===== src/rtl/ddr_pkg.sv =====
// Shared definitions for the rhythm-game judging path: verdict encoding,
// point values, arrow bit positions and the press-grading rule.
package ddr_pkg;

    typedef enum logic [1:0] {
        J_NONE,
        J_GOOD,
        J_PERFECT,
        J_MISS
    } judge_e;

    typedef enum logic [1:0] {
        P_IDLE,
        P_ARMED,
        P_DONE
    } player_state_e;

    localparam int PTS_PERFECT = 2;
    localparam int PTS_GOOD    = 1;

    localparam int UP    = 3;
    localparam int DOWN  = 2;
    localparam int LEFT  = 1;
    localparam int RIGHT = 0;

    function automatic logic arrowOneHot(input logic [3:0] arrows);
        int count;
        count = int'(arrows[UP]) + int'(arrows[DOWN]) + int'(arrows[LEFT]) + int'(arrows[RIGHT]);
        return (count == 1);
    endfunction

    // Any stray arrow makes the press a miss, even alongside the correct one.
    function automatic judge_e judgePress(input logic [3:0] press,
                                          input logic [3:0] dir,
                                          input logic       early);
        if (press == 4'b0000)
            return J_NONE;
        else if ((press & ~dir) != 4'b0000)
            return J_MISS;
        else if (press == dir)
            return early ? J_PERFECT : J_GOOD;
        else
            return J_NONE;
    endfunction

endpackage


===== src/rtl/hit_judge_player.sv =====
// One player's judge: rising-edge detect on the arrow levels, a per-note
// verdict FSM, and saturating score/combo counters.
module hit_judge_player
    import ddr_pkg::*;
#(
    parameter int SCORE_W = 16,
    parameter int COMBO_W = 8
) (
    input  logic               clk_i,
    input  logic               reset_i,
    input  logic [3:0]         btn_i,
    input  logic               open_i,
    input  logic               last_i,
    input  logic               early_i,
    input  logic [3:0]         dir_i,
    output logic               hit_o,
    output logic               perfect_o,
    output logic               miss_o,
    output logic [SCORE_W-1:0] score_o,
    output logic [COMBO_W-1:0] combo_o
);

    player_state_e      state_q;
    logic [3:0]         btn_q;
    logic               hit_q;
    logic               perfect_q;
    logic               miss_q;
    logic [SCORE_W-1:0] score_q;
    logic [COMBO_W-1:0] combo_q;

    logic [3:0]         press;
    judge_e             verdict;
    logic [SCORE_W:0]   sumPerfect;
    logic [SCORE_W:0]   sumGood;
    logic [SCORE_W-1:0] scorePerfect_d;
    logic [SCORE_W-1:0] scoreGood_d;
    logic [COMBO_W-1:0] comboHit_d;

    assign press   = btn_i & ~btn_q;
    assign verdict = judgePress(press, dir_i, early_i);

    // The extra carry bit flags overflow so the score pins at all-ones.
    assign sumPerfect     = {1'b0, score_q} + (SCORE_W+1)'(PTS_PERFECT);
    assign sumGood        = {1'b0, score_q} + (SCORE_W+1)'(PTS_GOOD);
    assign scorePerfect_d = sumPerfect[SCORE_W] ? '1 : sumPerfect[SCORE_W-1:0];
    assign scoreGood_d    = sumGood[SCORE_W] ? '1 : sumGood[SCORE_W-1:0];
    assign comboHit_d     = (&combo_q) ? combo_q : combo_q + COMBO_W'(1);

    always_ff @(posedge clk_i) begin
        if (reset_i) begin
            state_q   <= P_IDLE;
            btn_q     <= 4'b0000;
            hit_q     <= 1'b0;
            perfect_q <= 1'b0;
            miss_q    <= 1'b0;
            score_q   <= '0;
            combo_q   <= '0;
        end else begin
            btn_q     <= btn_i;
            hit_q     <= 1'b0;
            perfect_q <= 1'b0;
            miss_q    <= 1'b0;
            case (state_q)
                P_IDLE: begin
                    if (open_i)
                        state_q <= P_ARMED;
                end
                P_ARMED: begin
                    // A press on the final window cycle wins over the timeout.
                    if (verdict != J_NONE) begin
                        state_q <= last_i ? P_IDLE : P_DONE;
                        if (verdict == J_MISS) begin
                            miss_q  <= 1'b1;
                            combo_q <= '0;
                        end else begin
                            hit_q     <= 1'b1;
                            perfect_q <= (verdict == J_PERFECT);
                            score_q   <= (verdict == J_PERFECT) ? scorePerfect_d : scoreGood_d;
                            combo_q   <= comboHit_d;
                        end
                    end else if (last_i) begin
                        state_q <= P_IDLE;
                        miss_q  <= 1'b1;
                        combo_q <= '0;
                    end
                end
                P_DONE: begin
                    if (last_i)
                        state_q <= P_IDLE;
                end
                default: state_q <= P_IDLE;
            endcase
        end
    end

    assign hit_o     = hit_q;
    assign perfect_o = perfect_q;
    assign miss_o    = miss_q;
    assign score_o   = score_q;
    assign combo_o   = combo_q;

endmodule


===== src/rtl/hit_judge.sv =====
// Two-player hit judge: a shared hit window (counter, busy, latched target
// arrow) feeding one independent judge per player.
module hit_judge
    import ddr_pkg::*;
#(
    parameter int WINDOW      = 25_000_000,
    parameter int PERFECT_WIN = 5_000_000,
    parameter int SCORE_W     = 16,
    parameter int COMBO_W     = 8
) (
    input  logic               clock,
    input  logic               reset,
    input  logic [3:0]         a_btn,
    input  logic [3:0]         b_btn,
    input  logic               note_start,
    input  logic [3:0]         note_dir,
    output logic               busy,
    output logic               a_hit,
    output logic               b_hit,
    output logic               a_perfect,
    output logic               b_perfect,
    output logic               a_miss,
    output logic               b_miss,
    output logic [SCORE_W-1:0] a_score,
    output logic [SCORE_W-1:0] b_score,
    output logic [COMBO_W-1:0] a_combo,
    output logic [COMBO_W-1:0] b_combo
);

    localparam int CNT_W = (WINDOW > 1) ? $clog2(WINDOW) : 1;

    logic             busy_q, busy_d;
    logic [CNT_W-1:0] winCnt_q, winCnt_d;
    logic [3:0]       dir_q, dir_d;

    logic             windowOpen;
    logic             windowLast;
    logic             windowEarly;

    // Starts arriving while busy or with a malformed direction are dropped.
    assign windowOpen  = note_start && !busy_q && arrowOneHot(note_dir);
    assign windowLast  = busy_q && (winCnt_q == CNT_W'(WINDOW - 1));
    assign windowEarly = int'(winCnt_q) < PERFECT_WIN;

    always_comb begin
        busy_d   = busy_q;
        winCnt_d = winCnt_q;
        dir_d    = dir_q;
        if (windowOpen) begin
            busy_d   = 1'b1;
            winCnt_d = '0;
            dir_d    = note_dir;
        end else if (busy_q) begin
            if (windowLast) begin
                busy_d   = 1'b0;
                winCnt_d = '0;
            end else begin
                winCnt_d = winCnt_q + CNT_W'(1);
            end
        end
    end

    always_ff @(posedge clock) begin
        if (reset) begin
            busy_q   <= 1'b0;
            winCnt_q <= '0;
            dir_q    <= 4'b0000;
        end else begin
            busy_q   <= busy_d;
            winCnt_q <= winCnt_d;
            dir_q    <= dir_d;
        end
    end

    assign busy = busy_q;

    hit_judge_player #(
        .SCORE_W (SCORE_W),
        .COMBO_W (COMBO_W)
    ) u_playerA (
        .clk_i     (clock),
        .reset_i   (reset),
        .btn_i     (a_btn),
        .open_i    (windowOpen),
        .last_i    (windowLast),
        .early_i   (windowEarly),
        .dir_i     (dir_q),
        .hit_o     (a_hit),
        .perfect_o (a_perfect),
        .miss_o    (a_miss),
        .score_o   (a_score),
        .combo_o   (a_combo)
    );

    hit_judge_player #(
        .SCORE_W (SCORE_W),
        .COMBO_W (COMBO_W)
    ) u_playerB (
        .clk_i     (clock),
        .reset_i   (reset),
        .btn_i     (b_btn),
        .open_i    (windowOpen),
        .last_i    (windowLast),
        .early_i   (windowEarly),
        .dir_i     (dir_q),
        .hit_o     (b_hit),
        .perfect_o (b_perfect),
        .miss_o    (b_miss),
        .score_o   (b_score),
        .combo_o   (b_combo)
    );

endmodule

===== config.mk =====
export PLATFORM = sky130hd
export DESIGN_NAME = hit_judge
export DESIGN_NICKNAME = d
export VERILOG_FILES = /design/src/rtl/ddr_pkg.sv /design/src/rtl/hit_judge_player.sv /design/src/rtl/hit_judge.sv
export SDC_FILE = /design/constraint.sdc
export NUM_CORES = 1
export LEC_CHECK = 0
export ABC_AREA = 0
export BUFFER_PORTS_ARGS = -buffer_cell sky130_fd_sc_hd__buf_2
export CORE_ASPECT_RATIO = 1.2
export CORE_MARGIN = 5
export CORE_UTILIZATION = 49
export CTS_CLUSTER_SIZE = 28
export DETAILED_ROUTE_END_ITERATION = 8
export GPL_ROUTABILITY_DRIVEN = 0
export GPL_TIMING_DRIVEN = 0
export PLACE_DENSITY = 0.76
export SKIP_LAST_GASP = 1
export SLEW_MARGIN = 5
export SYNTH_ARGS = -nofsm -noshare
export SYNTH_HDL_FRONTEND = slang
export SYNTH_HIERARCHICAL = 1
export SYNTH_SLANG_ARGS = --single-unit

===== constraint.sdc =====
create_clock -name clock -period 4.4 [get_ports clock]
set_input_delay 0.66 -clock clock [delete_from_list [all_inputs] [get_ports clock]]
set_output_delay 0.66 -clock clock [all_outputs]
set_load 0.05 [all_outputs]

==> results of run 1 <==
power by group through the flow:
| stage | combinational (mW) | clock [mW] | sequential (mW) |
|---|---|---|---|
| after detailed placement | 0.212 | 0 | 0.917 |
| after global placement | 0.204 | 0 | 0.916 |
| after global routing | 0.236 | 0.842 | 0.899 |
| after CTS | 0.214 | 0.804 | 0.897 |
| after floorplan | 0.140 | 0 | 0.931 |
| final | 0.213 | 0.785 | 0.897 |
flip-flops by register name, indices dropped and copies added, names as in the netlist, 2 cells and up:
register,count
winCnt_q,25
u_playerB/state_q,2
u_playerA/btn_q,4
dir_q,4
u_playerA/score_o,16
u_playerB/combo_o,8
u_playerB/score_o,16
u_playerB/btn_q,4
u_playerA/combo_o,8
u_playerA/state_q,2
cells in the mapped netlist, types with 3 or more instances:
cell type and number:
mux2i_1 12, buf_2 5, nand4_2 4, and4_2 4, a31oi_1 3, nor2b_1 18, nand4_1 27, a21o_1 3
o311a_1 3, or3_2 3, o211ai_1 4, and4_1 6, or2_2 6, and2_1 12, inv_1 30, o21ai_0 23
dfxtp_1 96, a21oi_1 28, or3_1 6, nand2_1 42, ha_1 23, o31ai_1 11, nor2_1 48, a311oi_1 9
nor3_1 27, clkbuf_1 12, nand2b_1 6, buf_4 3, xnor2_1 8, nor4_1 5, o22ai_1 3, and3_1 13
a211oi_1 16, nand3_1 20, xor2_1 20, o21bai_1 3, or4_1 9
cell families after synthesis:
family	count (synthesis)	share of synthesized area
buf+inv	54	0.04234
compound gates	128	0.1729
flops	96	0.3574
simple gates	275	0.3001
mux	13	0.02443
fa+ha+maj	24	0.05724
xor+xnor	28	0.04560
worst max path at each step:
stage	from	endpoint	slack, ps	depth (start not counted)
after floorplan	note_dir[0]	winCnt_q[5]$_SDFFE_PP0P_	1160	10
after global placement	note_dir[1]	winCnt_q[7]$_SDFFE_PP0P_	440	11
after detailed placement	note_dir[1]	winCnt_q[7]$_SDFFE_PP0P_	370	11
after CTS	note_dir[1]	winCnt_q[7]$_SDFFE_PP0P_	710	11
after global routing	note_dir[1]	winCnt_q[7]$_SDFFE_PP0P_	530	11
final	note_dir[1]	winCnt_q[7]$_SDFFE_PP0P_	660	11
worst max-delay path, delay by kind of cell:
family                   cells  cell delay [ps]
AND/OR/NAND/NOR              3             1370
buffers and inverters        5              920
adder cells (fa/ha/maj)      3              980
layout make-up:
type                       count  area, sq um
fill                         982         4692
multi-input combinational    468         3228
sequential                    96         1922
timing repair buffer          69        345.3
clock buffer                  10        229.0
tap                          132        165.2
inverter                      31        116.4
buffer                        23        111.4
clock inverter                 6        68.82
per-layer routing:
layer / part of all wire / GRT usage / vias up / routed length (microns)
met5: 0 / 0 / - / 0
met4: 0.028 / 0.08308 / 0 / 359
met3: 0.044 / 0.03733 / 27 / 568
met2: 0.50 / 0.3348 / 122 / 6468
met1: 0.43 / 0.2369 / 2375 / 5639
li1: - / - / 2465 / -
through the flow:
stage	hold WS (ps)	cell area, sq um
3_3_place_gp	451.3	5888
5_1_grt	509.1	6186
4_1_cts	476.0	6186
3_5_place_dp	468.5	5888
6_report	484.3	6186
2_1_floorplan	437.2	5378
==> metrics.yaml, run 1 <==
wl_per_cell_microns: 15.61
htreeDepth: 3
pwr-share-clk: 0.414
grt_max_degree: 17
setup_viol: 0
fin_crit_ps: 3737
vias: 4989
core_region_area_sq_um: 10880
yosys.cell_types.count: 75
cpPeakStageDelay_ps: 1020
wl_microns: 13040
switching_share: 0.2591
fp.dieArea_sq_um: 13180
vias_per_cell: 5.975
rsz0062_at_grt: "false"
p_seq_frac: 0.473
p_int_mw: 1.404
worstMarginPinSlew_ps: 1213
r2r_end: "u_playerB/score_o[8]$_SDFFE_PP0P_"
ys_async_sr_fraction: 0
syn_avg_cell_area_sq_um: 8.702
path_clk_slew_ps: 70
fin_skew_ps: 5.290
final.setup.worst_slack_ps: 663.5
dp_slack_ps: 369.8
synth.yosys.seq_area_share: 0.3574
total_power_mw: 1.895
drcViolationCount: 0
synth_edf_count: 0
mostFrequentLayoutCell: "dfxtp_1"
start_util: 0.4944
synth.largest_area_cell: "dfxtp_1"
cts_hold_buf: 0
ys_ff_latch: 96
die-width_microns: 105.6
required_ps: 4590
post_cts_buffers: 0
tritoncts: "yes"
timing.rr.start: "winCnt_q[23]$_SDFFE_PP0P_"
critPathSlowestCell: "nor4_2"
cap_violations: 0
dp.cells: 819
min_to: "u_playerA/state_q[0]$_SDFFE_PP0P_"
cts.sinks: 96
holdCritStartpoint: "u_playerA/state_q[1]$_SDFFE_PP0P_"
irDropWorstVdd_v: 0.0001752
root_buffer: "clkbuf_16"
pin_count: 70
drtIter0Drc: 268
cp_data_arrival_time_ps: 3930
io_buffers: 69
drtPass1Iterations: 4
instances_no_fill: 835
start_kind: "input port"
grt_pass1_vias: 4633
synth_nets: 657
layout-drive-gt1-share: 0.1878
grt_overflow: 0
ys.flop_type: "dfxtp_1"
final.setup.tns_ps: 0
reg2reg_slack_ps: 970
hold_viol: 0
numCtsBuffers: 9
cts_buffer_depth: 2
nets: 737
yosysTopAreaCellShare: 0.3574
rr_worst_depth: 11
utilization: 0.5687
final_cell_mix: "dfxtp_1, buf_2, nor2_1, nand2_1, inv_1"
worstSetupPathType: "in -> reg"
power_frac_comb: 0.112
status: "finished, final reports clean"
slew-limit-headroom: 0.1845
antenna_found_initial: 0
rows: 42
ys_top_cells_by_area: "dfxtp_1, ha_1, nor2_1, xor2_1, nand4_1"
die_height_microns: 124.8
p_sw_mw: 0.4911
clkLatencyLatePin_ps: 340
cts_resized: 0
holdPathStages: 1
clock.fmax_mhz: 267.6
synthCells: 618
fin_crit_sh: 0.8492
crit_path_cell_trace: "buf_2, inv_1, fa_1, inv_1, ha_1, ha_1, nor4_2, or2_2, clkbuf_1, clkbuf_1, nor3_1"
power.leakage_nw: 2.400
critPathMaxFanout: 10
yosys_warnings: 6
ant_nets: 0
hp-class: "reg -> reg"
diodes: 0
synthToLayoutAreaGrowth_pct: 15.03
p_per_area_nw_per_um2: 306.4
track_usage: 0.1953
grt_pass1_wl_microns: 21640
critPathCaptureType: "flop"
slew_viol_final: 0
dp_hpwl_microns: 9812
synth_area_sq_um: 5378
Power figures use the tool's default switching activity.
==> run 2, diff against run 1 <==
--- a/config.mk
+++ b/config.mk
@@ -14,7 +14,7 @@
 export DETAILED_ROUTE_END_ITERATION = 8
 export GPL_ROUTABILITY_DRIVEN = 0
 export GPL_TIMING_DRIVEN = 0
-export PLACE_DENSITY = 0.76
+export PLACE_DENSITY = 0.79
 export SKIP_LAST_GASP = 1
 export SLEW_MARGIN = 5
 export SYNTH_ARGS = -nofsm -noshare
==> constraint.sdc (replaced) <==
create_clock -name clock -period 3.32 [get_ports clock]
set_input_delay 0.498 -clock clock [delete_from_list [all_inputs] [get_ports clock]]
set_output_delay 0.498 -clock clock [all_outputs]
set_load 0.05 [all_outputs]
==> run 2 against run 1 <==
Against the previous run: worst hold slack got worse by 98 ps; cell area increased by 1.6%; wire length increased by 1.7%; first-iteration DRC count decreased by 16%; sequential share of layout area decreased by 0.45 points; flip-flop and latch count unchanged; register-to-register slack got worse by 810 ps; non-clock buffer count increased by 2; die area unchanged; critical path type is now reg -> reg; critical endpoint is now u_playerB/score_o[13]$_SDFFE_PP0P_; largest cell class unchanged.
==> metrics.yaml, run 2 (synthesized netlist as in run 1, its figures left out) <==
status: "finished, final reports clean"
crit_family: "simple AND/OR/NAND/NOR gates"
fin_crit_ps: 3163
antenna_found_initial: 1
core_region_area_sq_um: 10880
final.setup.worst_slack_ps: 157.4
fp.dieArea_sq_um: 13180
vias: 5026
die-width_microns: 105.6
io_buffers: 69
dp_hpwl_microns: 9622
reg2reg_slack_ps: 160
holdCritStartpoint: "a_btn[2]"
grt_max_degree: 17
met2RoutedLength_microns: 6535
highest_layer: "met4"
fillers: 953
power.leakage_nw: 2.454
drcViolationCount: 0
worstSetupPathType: "reg -> reg"
slew-limit-headroom: 0.4885
wl_microns: 13260
cap_violations: 0
met3_length_microns: 724
pin_count: 70
synthToLayoutAreaGrowth_pct: 16.89
nets: 739
required_ps: 3550
grt_pass1_vias: 4799
critPathMaxFanout: 6
grt_overflow: 0
start_kind: "flop"
r2r_end: "u_playerB/score_o[13]$_SDFFE_PP0P_"
critPathSlowestCell: "or4_4"
final.setup.tns_ps: 0
drtPass1Iterations: 5
track_usage: 0.1962
ant_nets: 0
root_buffer: "clkbuf_16"
min_to: "u_playerA/btn_q[2]$_SDFF_PP0_"
fin_skew_ps: 4.353
timing.rr.start: "winCnt_q[23]$_SDFFE_PP0P_"
vias_per_cell: 5.998
htreeDepth: 3
wl_per_cell_microns: 15.82
grt_pass1_wl_microns: 21930
fin_crit_sh: 0.9526
numCtsBuffers: 9
slew_viol_final: 0
p_per_area_nw_per_um2: 401.1
crit_path_cell_trace: "or4_4, nor4_4, a21o_1, nand2b_1, nand2_1, and2_1, ha_1, nand3b_1, nor3_1, o2111ai_1, a31o_1"
total_power_mw: 2.521
final_cell_mix: "dfxtp_1, buf_2, nor2_1, nand2_1, inv_1"
start_util: 0.4944
irDropWorstVdd_v: 0.0002216
instances_no_fill: 838
cts.sinks: 96
worstMarginPinSlew_ps: 767.3
clock.fmax_mhz: 316.2
cpPeakStageDelay_ps: 560
rows: 42
holdPathStages: 2
clkLatencyLatePin_ps: 340
rr_worst_depth: 11
die_height_microns: 124.8
largest_reg_flops: 25
setup_viol: 0
drtIter0Drc: 226
path_buf_inv: 0
cp_data_arrival_time_ps: 3390
cts_buffer_depth: 2
tritoncts: "yes"
hp-class: "in -> reg"
layout-drive-gt1-share: 0.2043
dp.cells: 819
critPathCaptureType: "flop"
wl_met1_microns: 5716
path_clk_slew_ps: 70
regMostFlops: "winCnt_q"
mostFrequentLayoutCell: "dfxtp_1"
dp_slack_ps: -384.8
hold_viol: 0
==> run 2: power breakdown <==
| group | internal [mW] | switching [mW] | total (mW) |
|---|---|---|---|
| Clock | 0.589 | 0.450 | 1.04 |
| Combinational | 0.108 | 0.187 | 0.295 |
| Sequential | 1.17 | 0.0166 | 1.19 |
==> run 2: timing repair <==
item	4_1_cts	5_1_grt
setup buffers	0	4
resized for setup	3	12
hold buffers	0	0
setup endpoints to repair	12	34
pin swaps	1	4
==> run 2: worst max-delay path by stage <==
stage                                          from                                  to  slack [ps]  cells after the start
after floorplan                         note_dir[0]            winCnt_q[5]$_SDFFE_PP0P_         240                     10
after global placement                  note_dir[0]            winCnt_q[5]$_SDFFE_PP0P_        -270                     11
after detailed placement                note_dir[0]           winCnt_q[14]$_SDFFE_PP0P_        -380                     11
after CTS                 winCnt_q[23]$_SDFFE_PP0P_   u_playerA/combo_o[7]$_SDFFE_PP0P_           7                     14
after global routing       winCnt_q[8]$_SDFFE_PP0P_  u_playerB/score_o[13]$_SDFFE_PP0P_          -2                     14
final                     winCnt_q[23]$_SDFFE_PP0P_  u_playerB/score_o[13]$_SDFFE_PP0P_         160                     11
==> run 2: layout make-up <==
class | count | area (sq um) | area share
multi-input combinational | 468 | 3301 | 0.5251
sequential | 96 | 1924 | 0.3061
timing repair buffer | 73 | 375.4 | 0.05971
clock buffer | 10 | 229.0 | 0.03643
tap | 132 | 165.2 | 0.02627
inverter | 31 | 116.4 | 0.01851
buffer | 21 | 103.9 | 0.01652
clock inverter | 6 | 68.82 | 0.01095
antenna | 1 | 2.502 | 0.0003981
==> run 2: layer usage <==
metal  track usage  vias to the layer above
li1              -                     2457
met5             0                        -
met2        0.3397                      159
met4       0.08308                        0
met1        0.2361                     2382
met3       0.03629                       28
==> run 2: per-stage QoR <==
step                utilization  hold slack (ps)  instance area [sq um]
floorplan                     -            437.2                   5378
global placement         0.5413            444.5                   5888
detailed placement       0.5413            472.1                   5888
CTS                      0.5702            370.1                   6202
global route             0.5776            379.1                   6284
finish                   0.5779            386.7                   6286
